==> config.mk <==
export PLATFORM = sky130hd
export DESIGN_NAME = axi_wr_xbar_rr_flat
export DESIGN_NICKNAME = d
export VERILOG_FILES = /design/src/rtl/axi_wr_xbar_rr_if.sv /design/src/rtl/axi_wr_xbar_rr.sv /design/src/flat_wrapper.sv
export SDC_FILE = /design/constraint.sdc
export NUM_CORES = 1
export LEC_CHECK = 0
export ABC_AREA = 1
export BUFFER_PORTS_ARGS = -buffer_cell sky130_fd_sc_hd__buf_2
export CORE_AREA = 8 8 107 109
export DETAILED_ROUTE_END_ITERATION = 10
export DIE_AREA = 0 0 115 117
export PLACE_DENSITY = 0.72
export SLEW_MARGIN = 5
export SYNTH_ARGS = -nofsm -noshare
export SYNTH_HDL_FRONTEND = slang
export SYNTH_SLANG_ARGS = --single-unit
==> constraint.sdc <==
create_clock -name ACLK -period 1.7 [get_ports ACLK]
set_input_delay 0.17 -clock ACLK [delete_from_list [all_inputs] [get_ports ACLK]]
set_output_delay 0.17 -clock ACLK [all_outputs]
set_load 0.005 [all_outputs]
==> src/rtl/axi_wr_xbar_rr_if.sv <==
// ---------------------------------------------------------------------------
// axi_wr_xbar_rr_if
//   Bundle of AXI3 write-path signals (AW, W, B) for an NM-master to NS-slave
//   write crossbar.
//   - "_M" signals face the upstream masters. Per-master payloads are packed
//     arrays, and master i sits at element i.
//   - "_S" signals face the downstream slaves. AW and W payloads are one
//     shared bus, each slave has its own VALID/READY bit, and B payloads are
//     per slave.
//   Modports:
//     slave  - the crossbar's view. It accepts master requests and drives
//              the slave side.
//     master - the environment's view (masters and slaves around the xbar).
// ---------------------------------------------------------------------------
interface axi_wr_xbar_rr_if #(
    parameter int NM     = 2,
    parameter int NS     = 2,
    parameter int ID_W   = 4,
    parameter int ADDR_W = 32,
    parameter int DATA_W = 32,
    parameter int LEN_W  = 4
);
    localparam int MI_W   = (NM > 1) ? $clog2(NM) : 1;
    localparam int SID_W  = ID_W + MI_W;
    localparam int STRB_W = DATA_W / 8;

    // master side
    logic [NM-1:0][ID_W-1:0]   AWID_M;
    logic [NM-1:0][ADDR_W-1:0] AWADDR_M;
    logic [NM-1:0][LEN_W-1:0]  AWLEN_M;
    logic [NM-1:0][2:0]        AWSIZE_M;
    logic [NM-1:0][1:0]        AWBURST_M;
    logic [NM-1:0]             AWVALID_M;
    logic [NM-1:0]             AWREADY_M;
    logic [NM-1:0][DATA_W-1:0] WDATA_M;
    logic [NM-1:0][STRB_W-1:0] WSTRB_M;
    logic [NM-1:0]             WLAST_M;
    logic [NM-1:0]             WVALID_M;
    logic [NM-1:0]             WREADY_M;
    logic [ID_W-1:0]           BID_M;
    logic [1:0]                BRESP_M;
    logic [NM-1:0]             BVALID_M;
    logic [NM-1:0]             BREADY_M;

    // slave side
    logic [SID_W-1:0]          AWID_S;
    logic [ADDR_W-1:0]         AWADDR_S;
    logic [LEN_W-1:0]          AWLEN_S;
    logic [2:0]                AWSIZE_S;
    logic [1:0]                AWBURST_S;
    logic [NS-1:0]             AWVALID_S;
    logic [NS-1:0]             AWREADY_S;
    logic [DATA_W-1:0]         WDATA_S;
    logic [STRB_W-1:0]         WSTRB_S;
    logic                      WLAST_S;
    logic [NS-1:0]             WVALID_S;
    logic [NS-1:0]             WREADY_S;
    logic [NS-1:0][SID_W-1:0]  BID_S;
    logic [NS-1:0][1:0]        BRESP_S;
    logic [NS-1:0]             BVALID_S;
    logic [NS-1:0]             BREADY_S;

    modport slave (
        input  AWID_M, AWADDR_M, AWLEN_M, AWSIZE_M, AWBURST_M, AWVALID_M,
        output AWREADY_M,
        input  WDATA_M, WSTRB_M, WLAST_M, WVALID_M,
        output WREADY_M,
        output BID_M, BRESP_M, BVALID_M,
        input  BREADY_M,
        output AWID_S, AWADDR_S, AWLEN_S, AWSIZE_S, AWBURST_S, AWVALID_S,
        input  AWREADY_S,
        output WDATA_S, WSTRB_S, WLAST_S, WVALID_S,
        input  WREADY_S,
        input  BID_S, BRESP_S, BVALID_S,
        output BREADY_S
    );

    modport master (
        output AWID_M, AWADDR_M, AWLEN_M, AWSIZE_M, AWBURST_M, AWVALID_M,
        input  AWREADY_M,
        output WDATA_M, WSTRB_M, WLAST_M, WVALID_M,
        input  WREADY_M,
        input  BID_M, BRESP_M, BVALID_M,
        output BREADY_M,
        input  AWID_S, AWADDR_S, AWLEN_S, AWSIZE_S, AWBURST_S, AWVALID_S,
        output AWREADY_S,
        input  WDATA_S, WSTRB_S, WLAST_S, WVALID_S,
        output WREADY_S,
        output BID_S, BRESP_S, BVALID_S,
        input  BREADY_S
    );
endinterface

==> src/rtl/axi_wr_xbar_rr.sv <==
// ---------------------------------------------------------------------------
// axi_wr_xbar_rr
//   AXI3 write-path crossbar (AW/W/B) from NM masters to NS slaves.
//   - Only one write is in flight at a time.
//   - Masters are arbitrated round-robin with a rotating pointer.
//   - The target slave is taken from ADDR[SEL_LSB +: SEL_W].
//   - The master index is prepended to the slave-side AWID. The B response is
//     routed back using the latched master index.
//   Optional build macro AXI_WR_XBAR_DECERR_EN:
//     When defined, a slave index >= NS goes to an internal default slave.
//     That slave sinks all W beats and answers with a DECERR B response.
//     When undefined, the slave index wraps modulo NS.
//   Ports:
//     ACLK    - clock
//     ARESETn - asynchronous active-low reset
//     bus     - axi_wr_xbar_rr_if.slave (all master- and slave-side signals)
// ---------------------------------------------------------------------------
module axi_wr_xbar_rr #(
    parameter int NM      = 2,
    parameter int NS      = 2,
    parameter int ID_W    = 4,
    parameter int ADDR_W  = 32,
    parameter int DATA_W  = 32,
    parameter int LEN_W   = 4,
    parameter int SEL_LSB = 16,
    parameter int SEL_W   = 2
) (
    input  logic              ACLK,
    input  logic              ARESETn,
    axi_wr_xbar_rr_if.slave   bus
);
    localparam int MI_W = (NM > 1) ? $clog2(NM) : 1;
    localparam int SI_W = (NS > 1) ? $clog2(NS) : 1;

    typedef enum logic [1:0] {IDLE, AW, W, B} state_t;

    state_t            state;
    logic [MI_W-1:0]   ptr;
    logic [MI_W-1:0]   m;
    logic [SI_W-1:0]   s;
    logic [ID_W-1:0]   awid;
    logic [ADDR_W-1:0] awaddr;
    logic [LEN_W-1:0]  awlen;
    logic [2:0]        awsize;
    logic [1:0]        awburst;
`ifdef AXI_WR_XBAR_DECERR_EN
    logic              miss;
`endif

    // ---------------- round-robin arbiter ----------------
    // The loop scans from the far end toward ptr, so the last hit found is
    // the requester nearest to ptr in rotating order.
    logic            gnt_vld;
    logic [MI_W-1:0] gnt;
    logic [MI_W-1:0] idx;
    int              sum;

    always_comb begin
        gnt_vld = 1'b0;
        gnt     = '0;
        idx     = '0;
        sum     = 0;
        for (int k = NM - 1; k >= 0; k--) begin
            sum = int'(ptr) + k;
            if (sum >= NM) sum = sum - NM;
            idx = MI_W'(sum);
            if (bus.AWVALID_M[idx]) begin
                gnt_vld = 1'b1;
                gnt     = idx;
            end
        end
    end

    // ---------------- slave decode ----------------
    logic [SEL_W-1:0] sel;
    logic [SI_W-1:0]  dec_s;

    assign sel = bus.AWADDR_M[gnt][SEL_LSB +: SEL_W];

`ifdef AXI_WR_XBAR_DECERR_EN
    logic dec_miss;
    assign dec_miss = (int'(sel) >= NS);
    assign dec_s    = dec_miss ? '0 : SI_W'(int'(sel));
`else
    assign dec_s    = SI_W'(int'(sel) % NS);
`endif

    // ---------------- handshakes seen by the FSM ----------------
    logic w_hs, b_hs;
    assign w_hs = bus.WVALID_M[m] & bus.WREADY_M[m];
    assign b_hs = bus.BVALID_M[m] & bus.BREADY_M[m];

    // ---------------- transaction FSM ----------------
    always_ff @(posedge ACLK or negedge ARESETn) begin
        if (!ARESETn) begin
            state   <= IDLE;
            ptr     <= '0;
            m       <= '0;
            s       <= '0;
            awid    <= '0;
            awaddr  <= '0;
            awlen   <= '0;
            awsize  <= '0;
            awburst <= '0;
`ifdef AXI_WR_XBAR_DECERR_EN
            miss    <= 1'b0;
`endif
        end else begin
            case (state)
                IDLE: if (gnt_vld) begin
                    m       <= gnt;
                    s       <= dec_s;
                    awid    <= bus.AWID_M[gnt];
                    awaddr  <= bus.AWADDR_M[gnt];
                    awlen   <= bus.AWLEN_M[gnt];
                    awsize  <= bus.AWSIZE_M[gnt];
                    awburst <= bus.AWBURST_M[gnt];
`ifdef AXI_WR_XBAR_DECERR_EN
                    // A decode miss has no slave AW, so the FSM goes
                    // straight to the data phase.
                    miss    <= dec_miss;
                    state   <= dec_miss ? W : AW;
`else
                    state   <= AW;
`endif
                end
                AW: if (bus.AWREADY_S[s]) state <= W;
                W:  if (w_hs && bus.WLAST_M[m]) state <= B;
                B:  if (b_hs) begin
                    state <= IDLE;
                    ptr   <= (int'(m) == NM - 1) ? '0 : m + 1'b1;
                end
                default: state <= IDLE;
            endcase
        end
    end

    // The AW payload comes from registers, so it stays stable while
    // AWVALID_S is held.
    assign bus.AWID_S    = {m, awid};
    assign bus.AWADDR_S  = awaddr;
    assign bus.AWLEN_S   = awlen;
    assign bus.AWSIZE_S  = awsize;
    assign bus.AWBURST_S = awburst;

    // ---------------- channel steering ----------------
    always_comb begin
        bus.AWREADY_M = '0;
        bus.AWVALID_S = '0;
        bus.WREADY_M  = '0;
        bus.WVALID_S  = '0;
        bus.WDATA_S   = '0;
        bus.WSTRB_S   = '0;
        bus.WLAST_S   = 1'b0;
        bus.BVALID_M  = '0;
        bus.BREADY_S  = '0;
        bus.BID_M     = '0;
        bus.BRESP_M   = '0;

        // Gating with ARESETn keeps AWREADY low while reset is asserted,
        // even though the state already reads IDLE.
        if (ARESETn && state == IDLE && gnt_vld) bus.AWREADY_M[gnt] = 1'b1;

        if (state == AW) bus.AWVALID_S[s] = 1'b1;

        if (state == W) begin
            bus.WDATA_S     = bus.WDATA_M[m];
            bus.WSTRB_S     = bus.WSTRB_M[m];
            bus.WLAST_S     = bus.WLAST_M[m];
            bus.WVALID_S[s] = bus.WVALID_M[m];
            bus.WREADY_M[m] = bus.WREADY_S[s];
        end

        if (state == B) begin
            bus.BVALID_M[m] = bus.BVALID_S[s];
            bus.BREADY_S[s] = bus.BREADY_M[m];
            bus.BID_M       = bus.BID_S[s][ID_W-1:0];
            bus.BRESP_M     = bus.BRESP_S[s];
        end

`ifdef AXI_WR_XBAR_DECERR_EN
        // The default slave sinks every beat and returns DECERR with the
        // master's own ID.
        if (miss) begin
            bus.WVALID_S = '0;
            bus.WDATA_S  = '0;
            bus.WSTRB_S  = '0;
            bus.WLAST_S  = 1'b0;
            bus.WREADY_M = '0;
            bus.BVALID_M = '0;
            bus.BREADY_S = '0;
            bus.BID_M    = '0;
            bus.BRESP_M  = '0;
            if (state == W) bus.WREADY_M[m] = 1'b1;
            if (state == B) begin
                bus.BVALID_M[m] = 1'b1;
                bus.BID_M       = awid;
                bus.BRESP_M     = 2'b11;
            end
        end
`endif
    end
endmodule

==> src/flat_wrapper.sv <==
// flat-port wrapper written by rule: the top's interface ports become plain ports
module axi_wr_xbar_rr_flat 
#(
    parameter int NM      = 2,
    parameter int NS      = 2,
    parameter int ID_W    = 4,
    parameter int ADDR_W  = 32,
    parameter int DATA_W  = 32,
    parameter int LEN_W   = 4,
    parameter int SEL_LSB = 16,
    parameter int SEL_W   = 2
)
  (ACLK, ARESETn, bus_AWID_M, bus_AWADDR_M, bus_AWLEN_M, bus_AWSIZE_M, bus_AWBURST_M, bus_AWVALID_M, bus_AWREADY_M, bus_WDATA_M, bus_WSTRB_M, bus_WLAST_M, bus_WVALID_M, bus_WREADY_M, bus_BID_M, bus_BRESP_M, bus_BVALID_M, bus_BREADY_M, bus_AWID_S, bus_AWADDR_S, bus_AWLEN_S, bus_AWSIZE_S, bus_AWBURST_S, bus_AWVALID_S, bus_AWREADY_S, bus_WDATA_S, bus_WSTRB_S, bus_WLAST_S, bus_WVALID_S, bus_WREADY_S, bus_BID_S, bus_BRESP_S, bus_BVALID_S, bus_BREADY_S);
  axi_wr_xbar_rr_if #(.NM(NM), .NS(NS), .ID_W(ID_W), .ADDR_W(ADDR_W), .DATA_W(DATA_W), .LEN_W(LEN_W)) bus_i ();
  input  logic ACLK;
  input  logic ARESETn;
  input wire logic [$bits(bus_i.AWID_M)-1:0] bus_AWID_M;
  input wire logic [$bits(bus_i.AWADDR_M)-1:0] bus_AWADDR_M;
  input wire logic [$bits(bus_i.AWLEN_M)-1:0] bus_AWLEN_M;
  input wire logic [$bits(bus_i.AWSIZE_M)-1:0] bus_AWSIZE_M;
  input wire logic [$bits(bus_i.AWBURST_M)-1:0] bus_AWBURST_M;
  input wire logic [$bits(bus_i.AWVALID_M)-1:0] bus_AWVALID_M;
  output wire logic [$bits(bus_i.AWREADY_M)-1:0] bus_AWREADY_M;
  input wire logic [$bits(bus_i.WDATA_M)-1:0] bus_WDATA_M;
  input wire logic [$bits(bus_i.WSTRB_M)-1:0] bus_WSTRB_M;
  input wire logic [$bits(bus_i.WLAST_M)-1:0] bus_WLAST_M;
  input wire logic [$bits(bus_i.WVALID_M)-1:0] bus_WVALID_M;
  output wire logic [$bits(bus_i.WREADY_M)-1:0] bus_WREADY_M;
  output wire logic [$bits(bus_i.BID_M)-1:0] bus_BID_M;
  output wire logic [$bits(bus_i.BRESP_M)-1:0] bus_BRESP_M;
  output wire logic [$bits(bus_i.BVALID_M)-1:0] bus_BVALID_M;
  input wire logic [$bits(bus_i.BREADY_M)-1:0] bus_BREADY_M;
  output wire logic [$bits(bus_i.AWID_S)-1:0] bus_AWID_S;
  output wire logic [$bits(bus_i.AWADDR_S)-1:0] bus_AWADDR_S;
  output wire logic [$bits(bus_i.AWLEN_S)-1:0] bus_AWLEN_S;
  output wire logic [$bits(bus_i.AWSIZE_S)-1:0] bus_AWSIZE_S;
  output wire logic [$bits(bus_i.AWBURST_S)-1:0] bus_AWBURST_S;
  output wire logic [$bits(bus_i.AWVALID_S)-1:0] bus_AWVALID_S;
  input wire logic [$bits(bus_i.AWREADY_S)-1:0] bus_AWREADY_S;
  output wire logic [$bits(bus_i.WDATA_S)-1:0] bus_WDATA_S;
  output wire logic [$bits(bus_i.WSTRB_S)-1:0] bus_WSTRB_S;
  output wire logic [$bits(bus_i.WLAST_S)-1:0] bus_WLAST_S;
  output wire logic [$bits(bus_i.WVALID_S)-1:0] bus_WVALID_S;
  input wire logic [$bits(bus_i.WREADY_S)-1:0] bus_WREADY_S;
  input wire logic [$bits(bus_i.BID_S)-1:0] bus_BID_S;
  input wire logic [$bits(bus_i.BRESP_S)-1:0] bus_BRESP_S;
  input wire logic [$bits(bus_i.BVALID_S)-1:0] bus_BVALID_S;
  output wire logic [$bits(bus_i.BREADY_S)-1:0] bus_BREADY_S;
  assign bus_i.AWID_M = bus_AWID_M;
  assign bus_i.AWADDR_M = bus_AWADDR_M;
  assign bus_i.AWLEN_M = bus_AWLEN_M;
  assign bus_i.AWSIZE_M = bus_AWSIZE_M;
  assign bus_i.AWBURST_M = bus_AWBURST_M;
  assign bus_i.AWVALID_M = bus_AWVALID_M;
  assign bus_AWREADY_M = bus_i.AWREADY_M;
  assign bus_i.WDATA_M = bus_WDATA_M;
  assign bus_i.WSTRB_M = bus_WSTRB_M;
  assign bus_i.WLAST_M = bus_WLAST_M;
  assign bus_i.WVALID_M = bus_WVALID_M;
  assign bus_WREADY_M = bus_i.WREADY_M;
  assign bus_BID_M = bus_i.BID_M;
  assign bus_BRESP_M = bus_i.BRESP_M;
  assign bus_BVALID_M = bus_i.BVALID_M;
  assign bus_i.BREADY_M = bus_BREADY_M;
  assign bus_AWID_S = bus_i.AWID_S;
  assign bus_AWADDR_S = bus_i.AWADDR_S;
  assign bus_AWLEN_S = bus_i.AWLEN_S;
  assign bus_AWSIZE_S = bus_i.AWSIZE_S;
  assign bus_AWBURST_S = bus_i.AWBURST_S;
  assign bus_AWVALID_S = bus_i.AWVALID_S;
  assign bus_i.AWREADY_S = bus_AWREADY_S;
  assign bus_WDATA_S = bus_i.WDATA_S;
  assign bus_WSTRB_S = bus_i.WSTRB_S;
  assign bus_WLAST_S = bus_i.WLAST_S;
  assign bus_WVALID_S = bus_i.WVALID_S;
  assign bus_i.WREADY_S = bus_WREADY_S;
  assign bus_i.BID_S = bus_BID_S;
  assign bus_i.BRESP_S = bus_BRESP_S;
  assign bus_i.BVALID_S = bus_BVALID_S;
  assign bus_BREADY_S = bus_i.BREADY_S;
  axi_wr_xbar_rr #(.NM(NM), .NS(NS), .ID_W(ID_W), .ADDR_W(ADDR_W), .DATA_W(DATA_W), .LEN_W(LEN_W), .SEL_LSB(SEL_LSB), .SEL_W(SEL_W)) u_core (.ACLK(ACLK), .ARESETn(ARESETn), .bus(bus_i));
endmodule
==> results_dict.tcl, run 1 <==
set metrics [dict create \
    status "finished, final reports clean" \
    stdcell_count 896 \
    arrival_ns 1.48 \
    clk_path_buf_depth 2 \
    ant_nets 0 \
    cp-end-kind "primary output" \
    skew_ns 0.003286 \
    p_switching_w 0.003405 \
    switching_share 0.4486 \
    intPower_w 0.004186 \
    wirelength_microns 13410 \
    period_minus_slack_ns 1.649 \
    grt_pass1_vias 4006 \
    seq_area_frac_synth 0.3936 \
    fp.dieArea_sq_um 13460 \
    grt_first_pass_wirelength_microns 20180 \
    min_path_type "in2reg" \
    r2r_setup_slack_ns 0.09 \
    vias 4142 \
    vias_per_cell 4.623 \
    use_met3 0.07081 \
    critical-path-max-stage-delay_ns 0.46 \
    fmax_ghz 0.6063 \
    cts.sinks 49 \
    place.gp.congestion 0.8915 \
    start_kind "flop" \
    crit_fanout 5 \
    p_seq_frac 0.277 \
    dp.cells 877 \
    nNetsFinal 956 \
    p_leak_nw 2.747 \
    synth-compound-area-share 0.2209 \
    syn_nets 664 \
    setup_viol 0 \
    synthAdderAreaFrac 0.02008 \
    power_density_nw_per_um2 1499 \
    yosys.area.top_type_share 0.3936 \
    synthXorXnorAreaFrac 0 \
    track_usage 0.1879 \
    n_antenna_cell 0 \
    synth_seq_cells 49 \
    crit_type "reg2out" \
    start_util 0.3145 \
    dp_worst_setup_slack_ns 0.001469 \
    final_hold_viol_count 0 \
    cts-root-buf "clkbuf_8" \
    drt_iter0_markers 360 \
    p_clk_frac 0.096 \
    maxSlewHeadroom 0.5845 \
    die_x_microns 115 \
    yosys-mux-area-fraction 0 \
    overflow 0 \
    total_power_w 0.007590 \
    finalWorstSetupSlack_ns 0.05064 \
    yosys.area_share.simple 0.2831 \
    yosys-top-cells-area "dfrtp_1 (39%), a21oi_1 (20%), nand2_1 (17%)" \
    core_area_sq_um 9907 \
    yosysTopAreaCell "dfrtp_1" \
    grt_max_degree 50 \
    area_growth_pct 62.49 \
    finalMaxSlewViolations 0 \
    firstDrtPassIters 4 \
    dpl.hpwl_microns 10500 \
    met1_usage 0.1980 \
    die_y_microns 117 \
    drive_gt1_frac 0.4658 \
    cts_tree "yes" \
    clkLatencyLatePin_ns 0.31 \
    clkTransAtPathRegs_ns 0.10 \
    syn_inst 467 \
    pin_count 293 \
    vdd_drop_max_v 0.0009558 \
    cts-buffers-inserted 5 \
    grt_busiest_layer "met2" \
    rows 37 \
    maxCapViolCount 0 \
    avgSynthCellArea_sq_um 6.671 \
    crit_chain "inv_2 > ha_4 > inv_4 > nor2_8 > clkinv_8 > nor3_2 > buf_2" \
    synth_top_family_by_area "simple AND/OR/NAND/NOR gates" \
    rsz0062_at_grt "true" \
    synth.distinct_cells 22 \
    ys_warn_count 0 \
    min_period_over_period 0.9702 \
    io_buffers 290 \
    utilization 0.5110 \
    htree_levels 2 \
    drc 0 \
    detail_route.wl_per_cell_microns 14.96 \
    cp_slowest_cell "dfrtp_2" \
    worstPathRequired_ns 1.53 \
    syn_area_sq_um 3115 \
    p_comb_frac 0.628 \
    worst_pin_slew_ns 0.6232 \
    antenna_found_initial 0 \
    use_met2 0.3383 \
    holdWs_ns 0.09030 \
]
## stage by stage
step / cell area (sq um) / setup TNS, ns
6_report: 5062 / 0
5_1_grt: 5062 / -0.09650
4_1_cts: 4887 / -0.04540
3_5_place_dp: 4746 / 0
3_3_place_gp: 4746 / 0
2_1_floorplan: 3115 / 0
## cell usage after synthesis
library cell and instances:
a22oi_1 1, buf_4 2, buf_2 16, ha_1 5
a21oi_1 127, nor2_2 1, nand2_2 1, buf_1 3
nand3_1 6, nor2_8 1, o21ai_1 3, or2_1 1
buf_6 5, inv_1 12, nor2_1 67, nor3_1 3
clkbuf_1 9, dfrtp_1 49, nand2_1 144, or2_2 1
o21ai_0 6, inv_2 4
## worst paths after layout
check	endpoint	cells past startpoint	from
hold / removal	u_core.bus.AWADDR_S[14]	3	bus_AWADDR_M[46]
min in group asynchronous	u_core.bus.AWADDR_S[24]	3	ARESETn
setup reg to reg	u_core.bus.AWADDR_S[2]	9	u_core.state[1]
max in group asynchronous	u_core.state[1]	3	ARESETn
hold reg to reg	u_core.ptr	2	u_core.ptr
setup / recovery	bus_AWREADY_M[0]	7	u_core.state[1]
## power by group through the flow
stage	combinational [W]	clock (W)	sequential, W
detailed placement	0.00439	0	0.00208
CTS	0.00449	0.000770	0.00208
global placement	0.00437	0	0.00207
global route	0.00535	0.000798	0.00217
floorplan	0.00240	0	0.00213
finish	0.00476	0.000726	0.00210
## timing repair
action                                 in CTS  in global routing
buffers inserted                            2                  8
pin swaps                                   2                  3
gates resized for setup                    11                 33
endpoints found under the hold margin      38                  0
hold buffers                                1                  0
setup endpoints to repair                  45                 46
## area by class of cell
class | count | area, sq um
flip-flops and latches | 49 | 1229
multi-input cells | 367 | 1705
clock buffers | 5 | 68.82
well taps | 136 | 170.2
fillers | 1072 | 4845
inverters | 16 | 95.09
clock inverters | 3 | 21.27
repair buffers | 320 | 1773
## routing by layer
layer / routed length (microns) / up-vias
met5: 0 / -
met1: 4951 / 1861
li1: - / 2089
met2: 6708 / 178
met3: 1494 / 14
met4: 251 / 0
## placed cells by master, fill, tap and decap left out, drive strengths merged
| cell type | Yosys | final |
|---|---|---|
| nand3 | 6 | 6 |
| clkinv | 0 | 2 |
| clkinvlp | 0 | 1 |
| nor2 | 69 | 69 |
| buf | 26 | 319 |
| a22oi | 1 | 1 |
| clkbuf | 9 | 5 |
| nand2 | 145 | 145 |
| inv | 16 | 16 |
| o21ai | 9 | 9 |
| nor3 | 3 | 3 |
| a21oi | 127 | 127 |
| dlygate4sd3 | 0 | 1 |
| or2 | 2 | 2 |
| dfrtp | 49 | 49 |
| ha | 5 | 5 |
## cells by family after synthesis
| group | Yosys count |
|---|---|
| simple gates | 225 |
| compound gates | 137 |
| buf+inv | 51 |
| flops | 49 |
| fa+ha+maj | 5 |
## critical path, delay by kind of cell, from the launching register on
family,cells,cell delay (ns)
buf+inv,4,0.33
fa+ha+maj,1,0.14
simple gates,2,0.23
flops,1,0.46
## registers in the layout, indices dropped and copies added, names as in the netlist
signal,cells
u_core.bus.AWBURST_S,2
u_core.bus.AWSIZE_S,3
u_core.state,2
u_core.bus.AWLEN_S,4
u_core.m,1
u_core.bus.AWADDR_S,32
u_core.awid,4
u_core.ptr,1
(Power assumes the default switching activity.)
==> inputs of run 2 (changes only) <==
Settings changed: CORE_AREA 8 8 107 109 to 8 8 108 110, DIE_AREA 0 0 115 117 to 0 0 116 118, PLACE_DENSITY 0.72 to 0.73.
Clock period 1.7 ns to 1.4 ns, I/O delays scaled along.
==> run 2 against run 1 <==
- the flow now finishes with violations (hold timing, setup timing)
- routed wire length is 27% higher
- sequential share of layout area shrank 5.0 points
- final cell count is 2.7% higher
- via count is 7.7% higher
- register-to-register slack worse by 0.31 ns
- utilization grew 13 points
- highest routed layer unchanged
- combinational power increased by 98%
- clock skew rose by 0.0086 ns
==> results_dict.tcl, run 2 (same netlist as run 1, synthesis figures left out) <==
set metrics [dict create \
    status "complete, but fails checks" \
    failed_checks "hold timing, setup timing" \
    nFillCells 865 \
    critical-path-max-stage-delay_ns 0.43 \
    dpl.hpwl_microns 11170 \
    met1_usage 0.2411 \
    track_usage 0.2328 \
    detail_route.wl_per_cell_microns 18.57 \
    crit_fanout 8 \
    period_minus_slack_ns 1.654 \
    multiInputGateArea_sq_um 2411 \
    setup_viol 103 \
    grt_first_pass_wirelength_microns 24830 \
    arrival_ns 1.51 \
    maxSlewHeadroom 0.5740 \
    firstDrtPassIters 4 \
    holdWs_ns -0.01142 \
    p_leak_nw 3.088 \
    cts-buffers-inserted 5 \
    final_cell_mix "buf_2 (286), nand2_1 (139), a21oi_2 (69)" \
    final_hold_viol_count 18 \
    fmax_ghz 0.6045 \
    grt_busiest_layer "met2" \
    place.gp.congestion 0.8627 \
    cp_slowest_cell "dfrtp_1" \
    cts_hold_buf 0 \
    antenna_found_initial 0 \
    area_growth_pct 104.7 \
    clk_path_buf_depth 2 \
    worstPathRequired_ns 1.26 \
    finalMaxSlewViolations 0 \
    min_path_type "in2async" \
    dp.cells 881 \
    cts.sinks 49 \
    nNetsFinal 980 \
    io_buffers 290 \
    use_met3 0.08209 \
    drt_iter0_markers 229 \
    clkLatencyLatePin_ns 0.31 \
    min_period_over_period 1.182 \
    cts_tree "yes" \
    finalWorstSetupSlack_ns -0.2544 \
    wirelength_microns 17090 \
    vdd_drop_max_v 0.001044 \
    layout_commonest_cell "buf_2" \
    start_kind "flop" \
    fp.dieArea_sq_um 13690 \
    start_util 0.3116 \
    largest_reg_flops 32 \
    ant_nets 0 \
    use_met2 0.4121 \
    rsz0062_at_grt "true" \
    pin_count 293 \
    n_antenna_cell 0 \
    cp-end-kind "primary output" \
    drive_gt1_frac 0.6607 \
    setup-tns-final_ns -17.40 \
    vias 4460 \
    postLayoutCellArea_sq_um 6377 \
    maxCapViolCount 0 \
    overflow 0 \
    crit_chain "inv_2 > ha_4 > inv_8 > buf_12 > a21oi_4 > buf_6" \
    regArea_sq_um 1227 \
    drc 0 \
    htree_levels 2 \
    crit_type "reg2out" \
    grt_pass1_vias 4654 \
    worst_pin_slew_ns 0.6390 \
    cts-root-buf "clkbuf_8" \
    vias_per_cell 4.848 \
    core_area_sq_um 10000 \
    grt_max_degree 50 \
    die_x_microns 116 \
    placed_area_sq_um 4803 \
    clkTransAtPathRegs_ns 0.11 \
    die_y_microns 118 \
    rows 37 \
    power_density_nw_per_um2 2048 \
    skew_ns 0.01193 \
    stdcell_count 920 \
]
==> run 2: final timing paths <==
kind,end,depth (start not counted),slack [ns],from
setup / recovery,bus_WDATA_S[25],6,-0.25,u_core.state[0]
hold / removal,u_core.bus.AWADDR_S[12],2,-0.01,ARESETn
max in group asynchronous,u_core.m,2,0.95,ARESETn
setup reg to reg,u_core.bus.AWADDR_S[17],10,-0.22,u_core.state[0]
min in group ACLK,u_core.bus.AWADDR_S[4],3,0.06,bus_AWADDR_M[36]
hold reg to reg,u_core.ptr,2,0.51,u_core.ptr
==> run 2: final cells by class <==
cell class / count / area share
multi-input combinational: 367 / 0.3781
timing repair buffer: 344 / 0.3749
sequential: 49 / 0.1925
tap: 136 / 0.02668
inverter: 16 / 0.01295
clock buffer: 5 / 0.01079
clock inverter: 3 / 0.004120
==> run 2: per-stage QoR <==
| step | util | setup WS, ns | power, W |
|---|---|---|---|
| after global placement | 0.4804 | -0.1312 | 0.007955 |
| final | 0.6378 | -0.2544 | 0.01306 |
| after global routing | 0.6378 | -0.3229 | 0.01393 |
| after CTS | 0.6081 | -0.2517 | 0.01241 |
| after floorplan | - | -0.02382 | 0.005514 |
| after detailed placement | 0.4804 | -0.1427 | 0.008044 |
==> run 2: layer usage <==
| metal | wire, microns | vias to the layer above | part of all wire |
|---|---|---|---|
| li1 | - | 2158 | - |
| met1 | 5990 | 2068 | 0.35 |
| met2 | 8782 | 208 | 0.51 |
| met3 | 1771 | 26 | 0.10 |
| met4 | 544 | 0 | 0.032 |
| met5 | 0 | - | 0 |
==> run 2: where the power goes <==
part,leakage (nW),internal (W),switching (W)
sequential,0.549,0.00214,0.000562
combinational,2.50,0.00468,0.00476
clock,0.0423,0.000365,0.000556
total,3.09,0.00718,0.00588
==> run 2: what timing repair did <==
action / in CTS / in global routing
buffers inserted: 14 / 4
gates resized for setup: 170 / 81
setup endpoints to repair: 102 / 104
pin swaps: 18 / 14
gates cloned: 16 / 2
==> run 2: critical path: cells and delay by family, from the launching register on <==
family          cells  cell delay, ns
buf+inv             4            0.45
flops               1            0.43
fa+ha+maj           1            0.18
compound gates      1            0.14
